File: config.mk
export PLATFORM = sky130hd
export DESIGN_NAME = updown_sweep_ctrl
export DESIGN_NICKNAME = d
export VERILOG_FILES = /design/src/rtl/updown_pkg.sv /design/src/rtl/sweep_counter.sv /design/src/rtl/updown_sweep_ctrl.sv
export SDC_FILE = /design/constraint.sdc
export NUM_CORES = 1
export LEC_CHECK = 0
export BUFFER_PORTS_ARGS = -buffer_cell sky130_fd_sc_hd__buf_2
export CAP_MARGIN = 20
export CORE_MARGIN = 2
export CORE_UTILIZATION = 40
export CTS_CLUSTER_SIZE = 40
export DETAILED_ROUTE_END_ITERATION = 6
export PLACE_DENSITY = 0.69
export SYNTH_ARGS = -nofsm -noshare
export SYNTH_HDL_FRONTEND = slang
export SYNTH_SLANG_ARGS = --single-unit
File: constraint.sdc
create_clock -name clk -period 5.5 [get_ports clk]
set_clock_uncertainty 0.05 [all_clocks]
set_input_delay 0.55 -clock clk [delete_from_list [all_inputs] [get_ports clk]]
set_output_delay 0.55 -clock clk [all_outputs]
set_load 0.01 [all_outputs]
File: src/rtl/updown_pkg.sv
// Shared types and default sizes for the up/down sweep controller.
package updown_pkg;

    localparam int unsigned WIDTH_DEF  = 4;
    localparam int unsigned LEGS_W_DEF = 8;

    // Sweep controller states.
    typedef enum logic [1:0] {
        IDLE = 2'd0,
        UP   = 2'd1,
        DOWN = 2'd2,
        DONE = 2'd3
    } state_e;

endpackage

File: src/rtl/sweep_counter.sv
// Loadable up/down counter; load has priority over count enable, holds when idle.
// Ports:
//   clk, reset : clock, synchronous active-high reset (count -> 0)
//   load       : load load_val on the next edge
//   load_val   : value to load
//   en         : step by one in the direction given by up
//   up         : 1 = increment, 0 = decrement
//   count      : registered counter value
module sweep_counter #(
    parameter int unsigned WIDTH = 4
) (
    input  logic             clk,
    input  logic             reset,
    input  logic             load,
    input  logic [WIDTH-1:0] load_val,
    input  logic             en,
    input  logic             up,
    output logic [WIDTH-1:0] count
);

    logic [WIDTH-1:0] count_q;

    // Counter register.
    always_ff @(posedge clk) begin
        if (reset) begin
            count_q <= '0;
        end else if (load) begin
            count_q <= load_val;
        end else if (en) begin
            count_q <= up ? count_q + WIDTH'(1) : count_q - WIDTH'(1);
        end
    end

    assign count = count_q;

endmodule

File: src/rtl/updown_sweep_ctrl.sv
// Command-driven triangle-sweep controller driving a sweep_counter between
// latched low/high bounds for a programmed number of legs.
// Ports:
//   clk, reset            : clock, synchronous active-high reset
//   cmd_valid/cmd_ready   : command handshake (ready only in IDLE)
//   cmd_lo/cmd_hi         : sweep bounds (unsigned)
//   cmd_legs              : number of half-sweeps, 0 treated as 1
//   hold, abort           : freeze / terminate an active sweep
//   count, dir            : counter value and direction (1 = up)
//   busy, done, err       : sweeping, one-cycle completion, one-cycle reject
module updown_sweep_ctrl
    import updown_pkg::*;
#(
    parameter int unsigned WIDTH  = WIDTH_DEF,
    parameter int unsigned LEGS_W = LEGS_W_DEF
) (
    input  logic              clk,
    input  logic              reset,
    input  logic              cmd_valid,
    output logic              cmd_ready,
    input  logic [WIDTH-1:0]  cmd_lo,
    input  logic [WIDTH-1:0]  cmd_hi,
    input  logic [LEGS_W-1:0] cmd_legs,
    input  logic              hold,
    input  logic              abort,
    output logic [WIDTH-1:0]  count,
    output logic              dir,
    output logic              busy,
    output logic              done,
    output logic              err
);

    state_e              state_q, state_d;
    logic                dir_q, dir_d;
    logic [LEGS_W-1:0]   legs_q, legs_d;
    logic [WIDTH-1:0]    lo_q, lo_d;
    logic [WIDTH-1:0]    hi_q, hi_d;
    logic                err_q, err_d;

    logic                cnt_load;
    logic [WIDTH-1:0]    cnt_load_val;
    logic                cnt_en;
    logic                cnt_up;
    logic [WIDTH-1:0]    count_w;
    logic [WIDTH-1:0]    count_inc;
    logic [WIDTH-1:0]    count_dec;

    assign count_inc = count_w + WIDTH'(1);
    assign count_dec = count_w - WIDTH'(1);

    sweep_counter #(
        .WIDTH (WIDTH)
    ) u_counter (
        .clk      (clk),
        .reset    (reset),
        .load     (cnt_load),
        .load_val (cnt_load_val),
        .en       (cnt_en),
        .up       (cnt_up),
        .count    (count_w)
    );

    // State and control registers.
    always_ff @(posedge clk) begin
        if (reset) begin
            state_q <= IDLE;
            dir_q   <= 1'b1;
            legs_q  <= '0;
            lo_q    <= '0;
            hi_q    <= '0;
            err_q   <= 1'b0;
        end else begin
            state_q <= state_d;
            dir_q   <= dir_d;
            legs_q  <= legs_d;
            lo_q    <= lo_d;
            hi_q    <= hi_d;
            err_q   <= err_d;
        end
    end

    // Next-state and counter control; the step's result is compared against
    // the latched bound so the leg ends on the edge that reaches it.
    always_comb begin
        state_d      = state_q;
        dir_d        = dir_q;
        legs_d       = legs_q;
        lo_d         = lo_q;
        hi_d         = hi_q;
        err_d        = 1'b0;
        cnt_load     = 1'b0;
        cnt_load_val = cmd_lo;
        cnt_en       = 1'b0;
        cnt_up       = dir_q;

        case (state_q)
            IDLE: begin
                if (cmd_valid) begin
                    if (cmd_lo > cmd_hi) begin
                        err_d = 1'b1;
                    end else begin
                        cnt_load = 1'b1;
                        dir_d    = 1'b1;
                        lo_d     = cmd_lo;
                        hi_d     = cmd_hi;
                        if (cmd_lo == cmd_hi) begin
                            state_d = DONE;
                        end else begin
                            legs_d  = (cmd_legs == '0) ? LEGS_W'(1) : cmd_legs;
                            state_d = UP;
                        end
                    end
                end
            end
            UP: begin
                if (abort) begin
                    state_d = IDLE;
                end else if (!hold) begin
                    cnt_en = 1'b1;
                    cnt_up = 1'b1;
                    if (count_inc == hi_q) begin
                        legs_d = legs_q - LEGS_W'(1);
                        if (legs_q == LEGS_W'(1)) begin
                            state_d = DONE;
                        end else begin
                            state_d = DOWN;
                            dir_d   = 1'b0;
                        end
                    end
                end
            end
            DOWN: begin
                if (abort) begin
                    state_d = IDLE;
                end else if (!hold) begin
                    cnt_en = 1'b1;
                    cnt_up = 1'b0;
                    if (count_dec == lo_q) begin
                        legs_d = legs_q - LEGS_W'(1);
                        if (legs_q == LEGS_W'(1)) begin
                            state_d = DONE;
                        end else begin
                            state_d = UP;
                            dir_d   = 1'b1;
                        end
                    end
                end
            end
            DONE: begin
                state_d = IDLE;
            end
            default: begin
                state_d = IDLE;
            end
        endcase
    end

    // Status decodes straight from the state register.
    assign cmd_ready = (state_q == IDLE);
    assign busy      = (state_q == UP) || (state_q == DOWN);
    assign done      = (state_q == DONE);
    assign err       = err_q;
    assign count     = count_w;
    assign dir       = dir_q;

endmodule

Yosys cells after proc, flatten, opt, wreduce, memory -nomap -nowiden. Index checks and enable logic that the tools add are counted.

Flip-flop bits (word level): 24. Bits of input ports: 21. Output and inout port bits: 9. Logic and storage cells: 96.

$add $sub $neg: 3. Magnitude comparators: 1. Eq/ne operators: 22. Multiplexer cells: 49. Bitwise gates (word level): 3. Reductions and logical operators: 11.

Operator list (count): 8-bit 2-to-1 mux (10); 8-bit case mux with 3 select lines (1); 1-bit 2-to-1 mux (22); 2-bit inequality test (second input constant) (11); 2-bit 2-to-1 mux (10); 4-bit == test (3); 4-bit 2-to-1 mux (3); 3-bit inequality test (second input constant) (4); 11-bit AND reduction (1); 10-bit AND reduction (1); 8-bit by 1-bit == test with 1-bit output (second input constant) (1); 8-bit zero test (1); 2-bit case mux with 4 select lines (1); 8-bit by 1-bit subtractor with 8-bit output (second input constant) (1); 6-bit AND reduction (1); 4-bit by 1-bit adder with 4-bit output (second input constant) (1); 2-bit == test (second input constant) (2); 4-bit greater-than comparator (1); 4-bit by 1-bit subtractor with 4-bit output (second input constant) (1); 1-bit inverter (3); 1-bit case mux with 3 select lines (1); 3-bit AND reduction (1); 3-bit nonzero test (1); 3-bit OR reduction (1); 6 further kinds (6).

Longest topological paths before layout.
Depth in word-level cells: 6. Gate-level depth with buffers: 10. Mapped depth without buffers: 8.

By module. From an unflattened synthesis, not the netlist that was laid out.

Cell total of the unflattened synthesis: 212. Area total of the unflattened synthesis: 1791.7 sq um.

Modules (own cells, without submodules): updown_sweep_ctrl (times used 1, cells each 182, area an instance 1496.4 sq um, seq. area each 400.4 sq um); sweep_counter (times used 1, cells each 30, area an instance 295.3 sq um, seq. area each 80.1 sq um).

Worst setup path before layout. OpenSTA, ideal clock, no wires.

Path type: register to register. Start point: reg u_counter.count_q[0] (netlist: u_counter.count[0]). End point: reg dir_q (netlist: dir). Library setup time: 0.122 ns. Data arrival time: 2.165 ns. Required time: 5.328 ns. Path slack: 3.163 ns. Cell stages (with the launch flop): 9. Buffers on the path: 1. Clock period less this slack: 2.337 ns. Path through: dfxtp_1 -> buf_2 -> inv_1 -> ha_1 -> xnor2_1 -> o41ai_4 -> nor3b_2 -> nand3_1 -> a221o_1.

Longest elaborated chain between the ends: 4. Elaborated cells between the ends (all ways): 7. Those cells by class: add/sub: 2; eq/ne: 4; reduce/logical: 1.

RTL lines: start, declared (RTL line sweep_counter.sv:21) `logic [WIDTH-1:0] count_q;`; start signal, assigned (RTL line sweep_counter.sv:28) `count_q <= load_val;`; start signal, assigned (RTL line sweep_counter.sv:30) `count_q <= up ? count_q + WIDTH'(1) : count_q - WIDTH'(1);`; 4-bit by 1-bit subtractor with 4-bit output or 4-bit by 1-bit adder with 4-bit output (tied branches) (RTL line updown_sweep_ctrl.sv:49, updown_sweep_ctrl.sv:48); 4-bit == test (on tied branches) (RTL line updown_sweep_ctrl.sv:138, updown_sweep_ctrl.sv:121); 2-bit inequality test (no source line); 11-bit AND reduction (no source line) *; end signal, assigned (RTL line updown_sweep_ctrl.sv:74) `dir_q <= dir_d;`; end, declared (RTL line updown_sweep_ctrl.sv:34) `logic dir_q, dir_d;`.

Every way passes the cells marked *; elsewhere a longest branch is shown, timed or not. A chain may end at the register's enable or synchronous reset.

Worst setup path after layout.
Start point: reg u_counter.count_q[0] (netlist: u_counter.count[0]). End point: reg legs_q[1].

Longest elaborated chain between the ends: 4. Elaborated cells between the ends (all ways): 7. Those cells by class: add/sub: 2; eq/ne: 4; reduce/logical: 1.

RTL lines: 4-bit by 1-bit subtractor with 4-bit output or 4-bit by 1-bit adder with 4-bit output (tied branches) (RTL line updown_sweep_ctrl.sv:49, updown_sweep_ctrl.sv:48); 4-bit == test (on tied branches) (RTL line updown_sweep_ctrl.sv:138, updown_sweep_ctrl.sv:121); 2-bit inequality test (no source line); 10-bit AND reduction (no source line) *; end signal, assigned (RTL line updown_sweep_ctrl.sv:75) `legs_q <= legs_d;`; end, declared (RTL line updown_sweep_ctrl.sv:35) `logic [LEGS_W-1:0] legs_q, legs_d;`.

Marks and branches as above.

==> run summary <==
The flow ran to the end, and the final reports show no timing, DRC or antenna violations. After synthesis, the largest family of logic cells by area is compound AO/OA/AOI/OAI gates. In this run the remaining antenna-violating nets after routing total 0. The signal on the critical path passes through inv_1 -> ha_1 -> xnor2_1 -> o41ai_4 -> nand4_2 -> a211oi_1 -> a211oi_2. The most repeated cell in the gate-level netlist after synthesis is nand2_1. The final hold violation count came out at 0.

The critical path is of the reg2reg type. Subtracting the final worst setup slack from the clock period gives 2678 ps. The top flip-flop cell by instance count after synthesis is dfxtp_1. The final wirelength came out at 3695 um. No sink is reached through more buffers than the 2 on the longest clock path. CTS placed an instance of clkbuf_8 at the clock tree root. The remaining global-route overflow came out at 0. The count of warnings emitted by yosys is 0.

The number of clock buffers inserted by TritonCTS is 3. The antenna diode instance count came out at 0. The register clock-pin slew on the reported worst setup and hold paths came out at 90 ps.

The footprint of the flip-flops and latches came out at approximately 480 um^2. The type of element capturing the critical path is a register. The xor and xnor fraction of the mapped netlist area is 0.08169. The adder-cell share of the synthesized area is 0.08753. The share of cells above drive strength 1 is 0.2043. The worst setup path is launched from a register.

The row count came out at 23. The area of the multi-input gates is 0.001132 mm^2. The cell total after placement is between 200 and 300. The final setup TNS came out at 0 ps. Counting buffers and inverters, the worst setup path is 7 cells deep.

On the critical path, the stage with the largest delay is an instance of dfxtp_1. The peak ir drop on the vdd network is 0.0002074 V. The final setup violation count came out at 0.

The share of synthesized cell area in and, or, nand and nor gates is 0.1999. The number of synthesized register bits is 24. The number of synthesized flops with an enable pin is 0. The type of the worst min-delay path is reg2reg. The wire length of the first global-routing pass is 6078 um. The power after layout came out at 0.001130 W.

The synthesized instance count came out at 211. Relative to the synthesized area, the layout overhead comes to 12.40%. For this run, asynchronously set or reset flops after synthesis account for 0. For the worst-skew pair, the clock arrives at the later sink with an insertion delay of 280 ps. The number of global-route vias before repair came out at 1329.

The placed wire-length estimate after detailed placement came out at 2903 um. The number of gates resized after cts came out at 0. The total number of vias is 1533. The top achievable clock speed is ~370 MHz. Entering global routing, the biggest net connects 24 pins. The number of design-rule violations left by the first detailed-router iteration came out at 63. The number of port buffers came out at 29. Before antenna repair, the detailed router went through 4 iterations. The post-CTS setup repair buffer count is 0.

Data on the critical path arrives at its endpoint at 2780 ps. Setup repair after global routing left no endpoint under its margin. The die area is 0.004828 mm^2. A synthesized cell averages 8.130 um^2. The floorplan die width came out at 69.49 um. After synthesis, the netlist uses 44 different library cells. The number of antenna violations at the first check in global routing is 0. Sorting the synthesized cells by area gives the leading types as dfxtp_1 (28%), ha_1 (8.8%), a21oi_1 (7.6%). The initial utilization of the core area, before any placement, comes to 0.4228.

The cell count of the worst reg-to-reg path is 7. The mux cell area share after synthesis came out at 0.005835. The final estimated routing congestion in global placement is 0.8400. The share of the synthesized area in the top cell type is 0.2801.

Dividing the detail-routed wire length by the instance count gives 12.96 um. The compound-gate portion of the synthesized area is 0.2852. The count of cells in the finished layout, fillers not included, comes to 285.

The number of stages on the worst hold path is 2. The cell area after synthesis came out at 0.001715 mm^2. In the finished design, the share of the clock period the worst path needs comes to 0.4869. In the global route stage, overall resource usage came out at 0.1539. The max-cap violation count is 0. The total clock sinks came out at 24. The number of buffers and inverters on the critical path is 1. The number of filler instances in the final layout came out at 390. In this run the worst path has a maximum fanout of 13.

The sequential cell area fraction in the yosys report came out at 0.2801. The number of nets in the finished design came out at 269. The required arrival time at the worst endpoint is 5600 ps. The longest individual stage delay on the worst path came out at 510 ps. The post-layout utilization of the core is 0.4752.

The synthesized net count is between 200 and 250. The leakage component of the power came out at between 0.7 and 0.8 nW. The DRC violation count after routing came out at 0. In this run the vertical extent of the chip is 69.49 um. The I/O pin total came out at 30. The H-tree depth came out at 1. The largest total area in the synthesized netlist belongs to dfxtp_1. The transition at the pin with the smallest max-transition slack came out at 534.9 ps. The worst max-slew margin expressed relative to the limit is 0.6426.

The final max-slew violation count came to 0. The total power density per cell area is 586.1 mW/mm^2. Sorting the synthesized cells by how often they occur yields nand2_1 (33), a21oi_1 (26), dfxtp_1 (24). The number of vias per cell after detailed routing is 5.379. The area of the core came out at 0.004058 mm^2. TritonCTS built the clock tree. The kind of cell with the highest combined delay along the critical path is compound AO/OA/AOI/OAI gates.

The number of buffers inserted for hold repair after clock tree synthesis is 0.
## cell type report
cell class                      instances  share of cell area
Clock buffer                            4             0.02855
Inverter                               14             0.02726
Multi-Input combinational cell        164              0.5873
Sequential cell                        24              0.2492
Tap cell                               50             0.03245
Timing Repair Buffer                   29             0.07528
## worst reg2reg max path, delay by kind of cell, from the launching register on
family	cells	cell delay, ps
xor+xnor	1	180
fa+ha+maj	1	360
flops	1	510
buf+inv	1	80
compound gates	3	930
simple gates	1	430
## registers in the layout (all words and copies together), names as in the netlist
name             count
lo_q                 4
state_q              2
u_counter.count      4
dir                  1
legs_q               8
hi_q                 4
err                  1
## through the flow
| stage | setup slack, ps | area (um^2) | hold WS [ps] |
|---|---|---|---|
| after floorplan | 3163 | 1715 | 397.8 |
| after global placement | 2839 | 1873 | 412.5 |
| after detailed placement | 2769 | 1873 | 417.9 |
| after CTS | 2814 | 1928 | 430.7 |
| after global routing | 2623 | 1928 | 454.9 |
| final | 2822 | 1928 | 427.3 |
## logic make-up after synthesis
| group | Yosys count |
|---|---|
| simple gates | 71 |
| buf+inv | 23 |
| xor+xnor | 16 |
| compound gates | 64 |
| mux | 1 |
| fa+ha+maj | 12 |
| flops | 24 |
## cell usage in the layout (no fill, tap or decap), types with 3 or more instances in the layout
cell	n
o21ai_0	10
nor3_1	4
nor2b_1	4
nor2_1	12
buf_2	29
ha_1	12
xor2_1	4
o21a_1	3
inv_1	14
clkbuf_8	4
nand3_1	7
nand2_1	33
a21oi_1	26
dfxtp_1	24
xnor2_1	12
o32ai_2	4
## path summary, 6_finish.rpt
path	from	to	slack, ps
setup reg to reg	u_counter.count[0]$_SDFFE_PP0P_	legs_q[1]$_SDFFE_PP0P_	2820
hold / removal	lo_q[2]$_SDFFE_PP0P_	lo_q[2]$_SDFFE_PP0P_	430
hold reg to reg	lo_q[2]$_SDFFE_PP0P_	lo_q[2]$_SDFFE_PP0P_	430
setup / recovery	u_counter.count[0]$_SDFFE_PP0P_	legs_q[1]$_SDFFE_PP0P_	2820
## report_power, final
part / switching, W / leakage [nW] / internal (W) / total (W)
Sequential: 0.0000523 / 0.197 / 0.000228 / 0.000280
Clock: 0.0000614 / 0.0288 / 0.0000642 / 0.000126
Combinational: 0.000429 / 0.574 / 0.000296 / 0.000724
Total: 0.000542 / 0.800 / 0.000588 / 0.00113
## metal layers
metal | vias up | global-route usage | wire length [um]
li1 | 795 | - | -
met1 | 698 | 0.2332 | 1915
met2 | 35 | 0.2222 | 1563
met3 | 5 | 0.01017 | 145
met4 | 0 | 0.06536 | 70
met5 | - | 0 | 0
Note: power is estimated with default switching activity, not from simulation.
